`src/rtl/tensor_host_seq.sv`:
```
// rtl/tensor_host_seq.sv - host-side sequencer that loads, starts and drains a SIZE x SIZE tensor unit (optional watchdog: TENSOR_HOST_TIMEOUT_EN)
module tensor_host_seq #(
  parameter int SIZE        = 4,
  parameter int DATAWIDTH   = 14,
  parameter int GAP_CYC     = 5,
  parameter int START_CYC   = 5,
  parameter int TIMEOUT_CYC = 4096
) (
  input  logic                  clk,
  input  logic                  reset,
  input  logic                  cmd_valid,
  input  logic                  cmd_relu,
  output logic                  cmd_ready,
  output logic                  done,
  output logic                  err,
  input  logic                  in_valid,
  input  logic [DATAWIDTH-1:0]  in_data,
  output logic                  in_ready,
  output logic                  out_valid,
  output logic [DATAWIDTH-1:0]  out_data,
  input  logic                  out_ready,
  output logic [$clog2(SIZE):0] t_depth,
  output logic [$clog2(SIZE):0] t_width,
  output logic [DATAWIDTH-1:0]  t_data_in,
  output logic                  t_wen,
  output logic                  t_set,
  output logic                  t_relu,
  output logic                  t_start,
  output logic                  t_ren,
  input  logic                  t_busy,
  input  logic [DATAWIDTH-1:0]  t_data_out
);

  localparam int NUM     = SIZE * SIZE;
  localparam int CW      = $clog2(NUM + 1);
  localparam int CYC_MAX = (GAP_CYC > START_CYC) ? GAP_CYC : START_CYC;
  localparam int YW      = $clog2(CYC_MAX + 1);
  localparam int DW      = $clog2(SIZE) + 1;

  localparam logic [CW-1:0] LAST_WORD  = CW'(NUM - 1);
  localparam logic [CW-1:0] NUM_W      = CW'(NUM);
  localparam logic [YW-1:0] GAP_LAST   = YW'(GAP_CYC - 1);
  localparam logic [YW-1:0] START_LAST = YW'(START_CYC - 1);
  localparam logic [DW-1:0] DIM        = DW'(SIZE);

  typedef enum logic [3:0] {
    IDLE, LOAD_A, GAP_A, LOAD_B, GAP_B, START, WAIT_HI, WAIT_LO, DRAIN, FINISH
  } state_t;

  state_t state, state_d;

  logic                 relu_q;
  logic [CW-1:0]        elem_cnt;
  logic [YW-1:0]        cyc_cnt;
  logic [CW-1:0]        rd_cnt;
  logic [CW-1:0]        pop_cnt;
  logic                 rd_pend;
  logic [DATAWIDTH-1:0] fifo_mem [2];
  logic                 fifo_wp;
  logic                 fifo_rp;
  logic [1:0]           fifo_cnt;

  logic       load_st;
  logic       in_fire;
  logic       pop;
  logic       push;
  logic [2:0] occ;
  logic       ren_ok;
  logic       timeout;

  assign load_st   = (state == LOAD_A) || (state == LOAD_B);
  assign in_fire   = load_st && in_valid;
  assign out_valid = (fifo_cnt != 2'd0);
  assign out_data  = fifo_mem[fifo_rp];
  assign pop       = out_valid && out_ready;
  assign push      = rd_pend;

  // Occupancy the FIFO will have once this cycle's pop and the pending return settle;
  // crediting the pop is what lets the drain sustain one word per cycle.
  assign occ    = 3'(fifo_cnt) + 3'(rd_pend) - 3'(pop);
  assign ren_ok = (occ < 3'd2) && (rd_cnt < NUM_W);

`ifdef TENSOR_HOST_TIMEOUT_EN
  localparam int WW = $clog2(TIMEOUT_CYC + 1);
  localparam logic [WW-1:0] WD_LAST = WW'(TIMEOUT_CYC - 1);

  logic [WW-1:0] wd_cnt;
  logic          wd_active;

  assign wd_active = (state == WAIT_HI) || (state == WAIT_LO) || ((state == DRAIN) && !rd_pend);
  assign timeout   = wd_active && (wd_cnt == WD_LAST);

  // Watchdog: runs while waiting on the tensor, restarts whenever a read word comes back.
  always_ff @(posedge clk) begin
    if (reset || !wd_active) begin
      wd_cnt <= '0;
    end else begin
      wd_cnt <= wd_cnt + 1'b1;
    end
  end
`else
  assign timeout = 1'b0;
`endif

  // State register.
  always_ff @(posedge clk) begin
    if (reset) begin
      state <= IDLE;
    end else begin
      state <= state_d;
    end
  end

  // Next-state and all tensor/host strobes, decoded from the current state.
  always_comb begin
    state_d   = state;
    cmd_ready = 1'b0;
    in_ready  = 1'b0;
    t_wen     = 1'b0;
    t_data_in = '0;
    t_set     = 1'b0;
    t_start   = 1'b0;
    t_ren     = 1'b0;
    t_depth   = DIM;
    t_width   = DIM;
    t_relu    = relu_q;
    done      = 1'b0;
    err       = timeout;
    case (state)
      IDLE: begin
        cmd_ready = 1'b1;
        t_depth   = '0;
        t_width   = '0;
        t_relu    = 1'b0;
        if (cmd_valid) state_d = LOAD_A;
      end
      LOAD_A: begin
        in_ready  = 1'b1;
        t_wen     = in_valid;
        t_data_in = in_data;
        if (in_fire && (elem_cnt == LAST_WORD)) state_d = GAP_A;
      end
      GAP_A: begin
        if (cyc_cnt == GAP_LAST) state_d = LOAD_B;
      end
      LOAD_B: begin
        in_ready  = 1'b1;
        t_wen     = in_valid;
        t_data_in = in_data;
        t_set     = 1'b1;
        if (in_fire && (elem_cnt == LAST_WORD)) state_d = GAP_B;
      end
      GAP_B: begin
        t_set = 1'b1;
        if (cyc_cnt == GAP_LAST) state_d = START;
      end
      START: begin
        t_start = 1'b1;
        if (cyc_cnt == START_LAST) state_d = WAIT_HI;
      end
      WAIT_HI: begin
        if (t_busy) state_d = WAIT_LO;
      end
      WAIT_LO: begin
        if (!t_busy) state_d = DRAIN;
      end
      DRAIN: begin
        t_ren = ren_ok && !timeout;
        if (pop && (pop_cnt == LAST_WORD)) state_d = FINISH;
      end
      FINISH: begin
        done    = 1'b1;
        state_d = IDLE;
      end
      default: state_d = IDLE;
    endcase
    if (timeout) state_d = IDLE;
  end

  // Job parameters and per-state counters; load and cycle counters restart on every state change.
  always_ff @(posedge clk) begin
    if (reset) begin
      relu_q   <= 1'b0;
      elem_cnt <= '0;
      cyc_cnt  <= '0;
    end else begin
      if ((state == IDLE) && cmd_valid) relu_q <= cmd_relu;
      if (state_d != state) begin
        elem_cnt <= '0;
        cyc_cnt  <= '0;
      end else begin
        if (in_fire) elem_cnt <= elem_cnt + 1'b1;
        if ((state == GAP_A) || (state == GAP_B) || (state == START)) cyc_cnt <= cyc_cnt + 1'b1;
      end
    end
  end

  // Drain bookkeeping: reads issued, words handed out, and the one-cycle read pipeline flag.
  always_ff @(posedge clk) begin
    if (reset) begin
      rd_cnt  <= '0;
      pop_cnt <= '0;
      rd_pend <= 1'b0;
    end else begin
      rd_pend <= t_ren;
      if (state != DRAIN) begin
        rd_cnt  <= '0;
        pop_cnt <= '0;
      end else begin
        if (t_ren) rd_cnt <= rd_cnt + 1'b1;
        if (pop) pop_cnt <= pop_cnt + 1'b1;
      end
    end
  end

  // Two-entry result FIFO; emptied on reset and on a watchdog abort.
  always_ff @(posedge clk) begin
    if (reset || timeout) begin
      fifo_mem[0] <= '0;
      fifo_mem[1] <= '0;
      fifo_wp     <= 1'b0;
      fifo_rp     <= 1'b0;
      fifo_cnt    <= 2'd0;
    end else begin
      if (push) begin
        fifo_mem[fifo_wp] <= t_data_out;
        fifo_wp           <= ~fifo_wp;
      end
      if (pop) fifo_rp <= ~fifo_rp;
      case ({push, pop})
        2'b10:   fifo_cnt <= fifo_cnt + 2'd1;
        2'b01:   fifo_cnt <= fifo_cnt - 2'd1;
        default: fifo_cnt <= fifo_cnt;
      endcase
    end
  end

endmodule

```
`config.mk`:
```
export PLATFORM = sky130hd
export DESIGN_NAME = tensor_host_seq
export DESIGN_NICKNAME = d
export VERILOG_FILES = /design/src/rtl/tensor_host_seq.sv
export SDC_FILE = /design/constraint.sdc
export NUM_CORES = 1
export LEC_CHECK = 0
export BUFFER_PORTS_ARGS = -buffer_cell sky130_fd_sc_hd__buf_2
export CORE_MARGIN = 5
export CORE_UTILIZATION = 53
export DETAILED_ROUTE_END_ITERATION = 16
export PLACE_DENSITY = 0.8
export REMOVE_ABC_BUFFERS = 1
export SYNTH_ARGS = -nofsm -noshare
export SYNTH_HDL_FRONTEND = slang
export SYNTH_SLANG_ARGS = --single-unit
```
`constraint.sdc`:
```
create_clock -name clk -period 3.5 [get_ports clk]
set_input_delay 0.35 -clock clk [delete_from_list [all_inputs] [get_ports clk]]
set_output_delay 0.35 -clock clk [all_outputs]
set_load 0.05 [all_outputs]
```
==> results_dict.tcl <==
set metrics [dict create \
    antenna_cells 0 \
    critPathKind "register to primary output" \
    regArea_mm2 0.00142 \
    hold_path_class "input pin to register" \
    hold_viol_final 0 \
    clkSinkCount 57 \
    syn-instance-count 272 \
    synth_edf_count 28 \
    maxCapViolations 0 \
    setup_slack_ns 0.282 \
    synth_seq_cells 57 \
    fp.dieArea_mm2 0.00724 \
    grt_pass1_vias 2218 \
    final_nets 386 \
    dr.pass1.iters 4 \
    post_cts_buffers 0 \
    tightest_slew_ns 0.813 \
    synth-seq-area-share_pct 47.6 \
    p_per_area_mw_per_mm2 448 \
    relSlewSlack_pct 45.5 \
    placementRows 27 \
    ys_warn_count 0 \
    cts_buffers 9 \
    coreArea_mm2 0.00551 \
    clk_path_buf_depth 2 \
    hold_buffers 0 \
    initial_core_util_pct 54.3 \
    routabilityCongestion 0.779 \
    period_share_pct 91.9 \
    drive_gt1_share_pct 34.4 \
    cts_root_buf "clkbuf_8" \
    fin_crit_ns 3.22 \
    drtIter0Drc 68 \
    leakage_uw 0.00155 \
    vias 2143 \
    io-pin-count 79 \
    fin_skew_ns 0.00655 \
    outcome "completed" \
    die_width_um 85.1 \
    synth_area_mm2 0.00299 \
    postLayoutCoreUtil_pct 65.1 \
    die_y_um 85.1 \
    fillers 445 \
    synthDistinctLibCells 58 \
    avgViaCountPerCell 5.13 \
    clk_latency_ns 0.33 \
    track_usage_pct 17.4 \
    tns_ns 0 \
    endpoint_kind "primary output" \
    rsz0062_at_grt "no" \
    slew_viol_final 0 \
    fmax_mhz 311 \
    ctsResizeCount 0 \
    critPathSlowestCell "fa_1" \
    antenna_found_initial 0 \
    fin_cells 418 \
    port_buffers 73 \
    syn_area_per_cell_um2 11.0 \
    cp_slowest_stage_delay_ns 0.49 \
    grt_max_degree 19 \
    place_hpwl_um 4230 \
    grt_overflow 0 \
    pre_cts_ws_ns 0.548 \
    syn2layout_area_growth_pct 20.0 \
    ant_nets 0 \
    crit_arrival_ns 2.87 \
    critPathMaxFanout 9 \
    synth_flop_cell "dfxtp_1" \
    clkTransAtPathRegs_ns 0.07 \
    cts_tree "done" \
    routed_wl_um 5950 \
    multi_input_area_mm2 0.00144 \
    async_flop_share_pct 0 \
    ir_worst_vdd_mv 0.312 \
    wl_per_cell_um 14.2 \
    htreeDepth 3 \
    cp.required_ns 3.15 \
    grt_pass1_wl_um 10200 \
    startpoint_type "register" \
    dp_cells 402 \
    setup_violations 0 \
    power.total_uw 1610 \
    path_cells "o21a_2 > ha_1 > nand2b_1 > fa_1 > nor2b_1 > and3_1 > buf_2" \
    drc_errors 0 \
]
cells in the mapped netlist (all sizes together), types with 2 or more instances:
cell type / n / area, µm²
buf: 13 / 91.3
xor2: 9 / 78.8
and2: 44 / 275
edfxtp: 28 / 841
nor3: 8 / 40.0
a32oi: 2 / 25.0
nor2: 21 / 78.8
mux2: 14 / 158
a21oi: 4 / 31.3
nand2b: 2 / 12.5
or3: 2 / 17.5
a2111oi: 2 / 42.5
mux2i: 3 / 30.0
xnor2: 9 / 78.8
clkbuf: 8 / 31.3
ha: 9 / 113
and3: 5 / 31.3
o21ai: 4 / 20.0
dfxtp: 29 / 581
or2: 2 / 12.5
nor2b: 3 / 18.8
nand2: 10 / 37.5
nor3b: 2 / 20.0
nand3: 4 / 20.0
nand4: 6 / 52.6
inv: 7 / 26.3
state kept, by name (all words and copies together) (netlist names), 2 cells and up, named ones only:
register and flops:
pop_cnt 5, rd_cnt 5, fifo_cnt 2, elem_cnt 5, cyc_cnt 3, state 4, fifo_mem 28
power breakdown:
group,internal [µW],total [µW],switching [µW]
logic,47.8,168,120
clock network,466,721,255
registers,710,717,7.40
area by class of cell:
type	instances	area share (%)
Tap cell	72	2.51
Sequential cell	57	39.6
Multi-Input combinational cell	191	40.0
Timing Repair Buffer	75	10.6
Inverter	7	0.733
Clock inverter	7	3.04
Clock buffer	9	3.45
layer usage:
layer  global-route usage, %  up-vias  share of wire, %
met3                    4.27        9               5.0
met2                    30.2       42                52
met1                    20.7     1022                42
met4                    7.05        0               1.3
li1                        -     1070                 -
met5                       0        -                 0
logic make-up (layout without fill, tap and decap cells):
kind of cell               Yosys count  count (layout)  synth area share [%]
other                                1               5                 0.125
AOI/OAI and AO/OA                   23              23                  7.07
buffers and inverters               28              98                  4.98
muxes                               17              17                  6.28
adders and majority gates           10              10                  4.44
and+or+nand+nor                    118             118                  24.3
xor gates and xnor gates            18              18                  5.27
DFF                                 57              57                  47.6
stage by stage:
| step | hold slack (ns) | cell area [µm²] |
|---|---|---|
| final | 0.277 | 3590 |
| after global routing | 0.273 | 3590 |
| after CTS | 0.268 | 3580 |
| after detailed placement | 0.449 | 3350 |
| after global placement | 0.441 | 3350 |
| after floorplan | 0.419 | 2880 |
path summary, 6_finish.rpt:
path,from,to,slack (ns),cells past startpoint
max,fifo_cnt[1],t_ren,0.28,7
min reg2reg,relu_q,relu_q,0.46,2
max reg2reg,fifo_cnt[1],rd_cnt[1],0.88,8
min,cmd_relu,relu_q,0.28,3
critical path, delay by kind of cell, from the launching register on:
kind | cells | cell delay [ns]
DFF | 1 | 0.45
and+or+nand+nor | 3 | 0.72
adders and majority gates | 2 | 0.80
buffers and inverters | 1 | 0.30
AOI/OAI and AO/OA | 1 | 0.28
cell usage in the layout (no fill, tap or decap), types with 2 or more instances in the layout:
master	count
clkinv_2	3
and2_1	44
nor2_1	21
inv_1	7
and3_1	5
clkbuf_8	9
buf_4	2
a21oi_1	3
mux2_2	14
mux2i_1	3
xnor2_1	9
edfxtp_1	28
xor2_1	9
nand3_1	4
dfxtp_1	29
ha_1	9
nor3_1	8
nand4_1	5
nand2_1	10
buf_2	73
o21ai_0	3
conb_1	5
nand2b_1	2
nor2b_1	3
or2_2	2
bufinv_16	3
Power figures use the tool's default switching activity.
